File: src/rtl/ts_null_stuffer.sv
// rtl/ts_null_stuffer.sv - constant-rate TS byte output with null-packet stuffing
// Passes whole packets from a show-ahead FIFO, otherwise emits null packets; drops misaligned bytes.
module ts_null_stuffer #(
  parameter int          PKT_LEN  = 188,
  parameter int          USEDW_W  = 10,
  parameter logic [12:0] NULL_PID = 13'h1FFF
) (
  input  logic               clk,
  input  logic               rst_n,
  input  logic [7:0]         data_in,
  input  logic               p_sync_in,
  input  logic               fifo_empty,
  input  logic [USEDW_W-1:0] fifo_usedw,
  output logic               rd_req,
  output logic [7:0]         data_out,
  output logic               d_valid_out,
  output logic               p_sync_out,
  output logic [15:0]        null_cnt,
  output logic [15:0]        drop_cnt,
  output logic               uflow
);

  localparam int BC_W = $clog2(PKT_LEN);

  typedef enum logic [1:0] {ST_START, ST_PASS, ST_NULL} state_t;

  state_t             state, state_nxt;
  logic [BC_W-1:0]    bc, bc_nxt;
  logic               starve;
  logic               last, head_ok, abort, in_null, go_pass, uflow_nxt;
  logic [USEDW_W-1:0] avail;
  logic [7:0]         null_byte, data_nxt;

  always_ff @(posedge clk or negedge rst_n) begin
    if (!rst_n) begin
      state <= ST_START;
      bc    <= '0;
    end else begin
      state <= state_nxt;
      bc    <= bc_nxt;
    end
  end

  always_comb begin
    state_nxt = state;
    bc_nxt    = bc;
    case (state)
      ST_START: begin
        state_nxt = go_pass ? ST_PASS : ST_NULL;
        bc_nxt    = '0;
      end
      default: begin
        bc_nxt = last ? '0 : bc + BC_W'(1);
        if (last)
          state_nxt = go_pass ? ST_PASS : ST_NULL;
        else if (abort)
          state_nxt = ST_NULL;
      end
    endcase
  end

  always_comb begin
    last    = (bc == BC_W'(PKT_LEN - 1));
    head_ok = !fifo_empty && p_sync_in;
    // A passed packet that does not start on a sync byte becomes a null packet in place.
    abort   = (state == ST_PASS) && (bc == '0) && !head_ok;
    in_null = (state == ST_NULL) || abort;
    case (state)
      ST_PASS: rd_req = !abort && !starve && !fifo_empty;
      ST_NULL: rd_req = !fifo_empty && !p_sync_in;
      default: rd_req = 1'b0;
    endcase
    // When popping at the boundary the new head is unseen; its sync is checked at bc 0 instead.
    avail     = fifo_usedw - USEDW_W'(rd_req);
    go_pass   = (avail >= USEDW_W'(PKT_LEN)) && (rd_req || head_ok);
    uflow_nxt = (state == ST_PASS) && !abort && !starve && fifo_empty;
    case (bc)
      BC_W'(0): null_byte = 8'h47;
      BC_W'(1): null_byte = {3'b000, NULL_PID[12:8]};
      BC_W'(2): null_byte = NULL_PID[7:0];
      BC_W'(3): null_byte = 8'h10;
      default:  null_byte = 8'hFF;
    endcase
    if (state == ST_START)
      data_nxt = 8'h00;
    else if (in_null)
      data_nxt = null_byte;
    else if (starve || fifo_empty)
      data_nxt = 8'hFF;
    else
      data_nxt = data_in;
  end

  always_ff @(posedge clk or negedge rst_n) begin
    if (!rst_n) begin
      data_out    <= 8'h00;
      d_valid_out <= 1'b0;
      p_sync_out  <= 1'b0;
      uflow       <= 1'b0;
      starve      <= 1'b0;
      null_cnt    <= 16'h0000;
      drop_cnt    <= 16'h0000;
    end else begin
      data_out    <= data_nxt;
      d_valid_out <= (state != ST_START);
      p_sync_out  <= (state != ST_START) && (bc == '0);
      uflow       <= uflow_nxt;
      starve      <= !last && (starve || uflow_nxt);
      if (in_null && (bc == '0) && (null_cnt != 16'hFFFF))
        null_cnt <= null_cnt + 16'd1;
      if ((state == ST_NULL) && rd_req && (drop_cnt != 16'hFFFF))
        drop_cnt <= drop_cnt + 16'd1;
    end
  end

endmodule

File: config.mk
export PLATFORM = sky130hd
export DESIGN_NAME = ts_null_stuffer
export DESIGN_NICKNAME = d
export VERILOG_FILES = /design/src/rtl/ts_null_stuffer.sv
export SDC_FILE = /design/constraint.sdc
export NUM_CORES = 1
export LEC_CHECK = 0
export BUFFER_PORTS_ARGS = -buffer_cell sky130_fd_sc_hd__buf_4
export CORE_MARGIN = 8
export CORE_UTILIZATION = 48
export DETAILED_ROUTE_END_ITERATION = 8
export PLACE_DENSITY = 0.73
export SYNTH_ARGS = -nofsm -noshare
export SYNTH_HDL_FRONTEND = slang
export SYNTH_SLANG_ARGS = --single-unit
File: constraint.sdc
create_clock -name clk -period 2.5 [get_ports clk]
set_input_delay 0.5 -clock clk [delete_from_list [all_inputs] [get_ports clk]]
set_output_delay 0.5 -clock clk [all_outputs]
set_load 0.01 [all_outputs]
==> metrics.md <==
| Metric | Value |
|---|---|
| Status | `complete, but fails checks` |
| Failing checks | `setup timing` |
| Clk sinks | `54` |
| Reg-to-reg critical path startpoint | `bc[7]` |
| Pwr/cell area | `around 500 mW/mm^2` |
| Core area | `0.00547 sq mm` |
| Largest net degree at the start of global routing | `55` |
| Chip Height | `91.2 um` |
| Grt total ovfl | `0` |
| CTS Root Cell | `clkbuf_8` |
| Clock Latency Late Sink | `0.31 ns` |
| Net count, final | `373` |
| Fin cells | `~410` |
| Post-synth EDFFs | `0` |
| Ys flop type | `dfrtp_1` |
| Hold Fails Final Rpt | `0` |
| Final period util | `102%` |
| Worst setup margin | `-0.0388 ns` |
| Yosys warns | `0` |
| DR vias/cell | `5.28` |
| Max IR drop VDD | `0.361 mV` |
| Final Cell Area | `0.00361 sq mm` |
| Reg2reg setup slack | `-0.04 ns` |
| Post-Route Utilization | `between 60% and 70%` |
| CTS Buf Count | `5` |
| Synth Net Count | `288` |
| Seq/Total Area, Yosys | `49.8%` |
| Die ar. | `0.00831 sq mm` |
| Worst Hold Class | `input pin to asynchronous set/reset pin` |
| Final ANT Viol Nets | `0` |
| Setup crit start | `bc[7]` |
| Crit end category | `flip-flop` |
| Hold buffers post-CTS | `0` |
| Yosys cell types | `44` |
| Global-route wire length before repair | `11100 um` |
| Setup Skew | `0.0106 ns` |
| Worst setup path class | `flip-flop to flip-flop` |
| Total track usage | `15.9%` |
| Critical path launch point type | `flip-flop` |
| Setup violations, final | `2` |
| Slew HR | `56.5%` |
| Vias in the first global route | `2287` |
| Die Width | `roughly 91 um` |
| Syn Area/Cell | `10.6 sq um` |
| FMAX | `394 MHz` |
| Antenna diode count | `0` |
| CTS H-tree lvls | `2` |
| Synth Cell Area | `0.00271 sq mm` |
| Fin Setup TNS | `-0.0401 ns` |
| Register-to-Register Path Depth | `11` |
| Top-count cell post-synth | `dfrtp_1` |
| HPWL after DPL | `4720 um` |
| Port Buf Inserts | `65` |
| DRT iter0 DRCs | `between 70 and 80` |
| Max-cap violations | `0` |
| DRC errors left | `0` |
| Std cell rows | `27` |
| Final GP Congestion | `~0.8` |
| Cell taking the most area after synthesis | `dfrtp_1` |
| Required time of the critical path | `2.70 ns` |
| Pleak | `approximately 1.6 nW` |
| Top area cells in the synthesized netlist | `dfrtp_1 50%, xnor2_1 7.4%, ha_1 4.6%, nor2_1 4.4%, xor2_1 4.2%` |
| Maximum clock insertion buffer count | `2` |
| Starting density of the core | `49.6%` |
| Slew Limit Fails | `0` |
| Total power | `~1.8 mW` |
| Initial antenna violation count | `0` |
| Async set or reset register ratio after synthesis | `100%` |
| Clk slew on worst S/H paths | `0.10 ns` |
| Worst slew pin tran | `0.647 ns` |
| Post-Synthesis Cells | `256` |
| Max Fanout on Critical Path | `6` |
| Crit path to | `state[1]` |
| DP Cell Count | `404` |
| Final worst path period need | `2.54 ns` |
| Top cell type's share of synthesized area | `49.8%` |
| Yosys reg bits | `54` |
| Routed WL per cell | `15.7 um` |
| R2r endpoint | `state[1]` |
| Top-Level Pins | `66` |
| Post-synth top cells | `54 x dfrtp_1, 32 x nor2_1, 23 x xnor2_1` |
| CTS tree | `built` |
| Worst Path Arrival | `2.74 ns` |
| Unrepaired setup endpoints after global routing | `yes` |
| Fraction of layout cells with a size suffix above 1 | `32.7%` |
| Drt first pass iters | `4` |
| WL final | `6510 um` |
| Placed cell area | `0.00340 sq mm` |
| Area Overhead vs Synth | `32.9%` |
| Vias post-DR | `between 2000 and 2500` |
-- cells in the final DEF, fill, tap and decap left out, types with 2 or more instances in the layout --
master / Yosys / routed
nor2b_1: 5 / 4
xnor2_1: 23 / 23
ha_1: 10 / 6
clkbuf_8: 0 / 5
nor3_1: 4 / 4
ha_4: 0 / 3
a21oi_1: 3 / 3
a31oi_1: 2 / 2
inv_1: 11 / 9
mux2_2: 3 / 3
nand2_1: 17 / 17
and4_1: 3 / 3
a211oi_1: 2 / 2
nand4_1: 13 / 13
o211ai_1: 2 / 2
xor2_1: 13 / 13
o21a_1: 6 / 6
buf_4: 0 / 82
nand3_1: 17 / 17
nor4_1: 2 / 2
inv_2: 0 / 2
and3_1: 7 / 7
nor2_1: 32 / 31
dfrtp_1: 54 / 54
-- repair_timing --
action / in CTS / in global routing
buffers inserted: 1 / 1
pin swaps: 7 / 4
resized for setup: 11 / 5
setup endpoints to repair: 2 / 2
-- report_power, final --
part	switching, mW	internal, mW	leakage, nW	total (mW)
combinational	0.111	0.127	0.921	0.237
sequential	0.0642	0.917	0.668	0.981
clock	0.274	0.299	0.0514	0.573
-- worst max-delay path, cell delays in order (launching register included) --
cell,delay [ns]
dfrtp_1,0.42
nor4_4,0.36
nand3_4,0.12
nor4b_4,0.23
nor2_2,0.06
ha_2,0.21
ha_4,0.18
xor2_1,0.14
a221oi_1,0.09
nor3_1,0.34
o221ai_2,0.15
o21a_1,0.12
-- flip-flops by register name, summed over array words and instances, names as in the netlist --
name	count
drop_cnt	16
null_cnt	16
bc	8
data_out	8
state	2
d_valid_out	1
p_sync_out	1
starve	1
uflow	1
-- cells by family after synthesis --
family	count (synthesis)	share of synthesized area (%)
buf+inv	15	2.40
flops	54	49.8
compound gates	29	8.49
simple gates	109	21.8
xor+xnor	36	11.6
fa+ha+maj	10	4.61
mux	3	1.25
-- metal layers --
metal	global-route usage, %	vias up	wire length, um
met5	0	-	0
met4	4.37	0	68
met3	4.12	6	366
met2	26.5	57	3190
met1	20.0	1051	2880
li1	-	1070	-
-- area by class of cell --
class	count	area, sq um
tap	72	90.1
clock inverter	2	37.5
inverter	11	41.3
clock buffer	6	72.6
fill	461	1870
sequential	54	1350
multi-input combinational	187	1400
timing repair buffer	82	616
-- worst min path at each step --
stage	endpoint	slack [ns]	cells after the start
detailed placement	uflow	0.45	1
finish	drop_cnt[5]	0.22	1
global route	state[0]	0.26	1
global placement	uflow	0.45	1
CTS	state[0]	0.24	1
floorplan	bc[0]	0.20	0
-- stage by stage --
stage	setup WS, ns	hold WS [ns]
after detailed placement	-0.0925	0.447
after global routing	-0.210	0.256
after global placement	0.0401	0.446
after CTS	-0.0123	0.237
after floorplan	-0.0265	0.204
final	-0.0388	0.217
No activity file was read; power rests on OpenSTA's default activity.
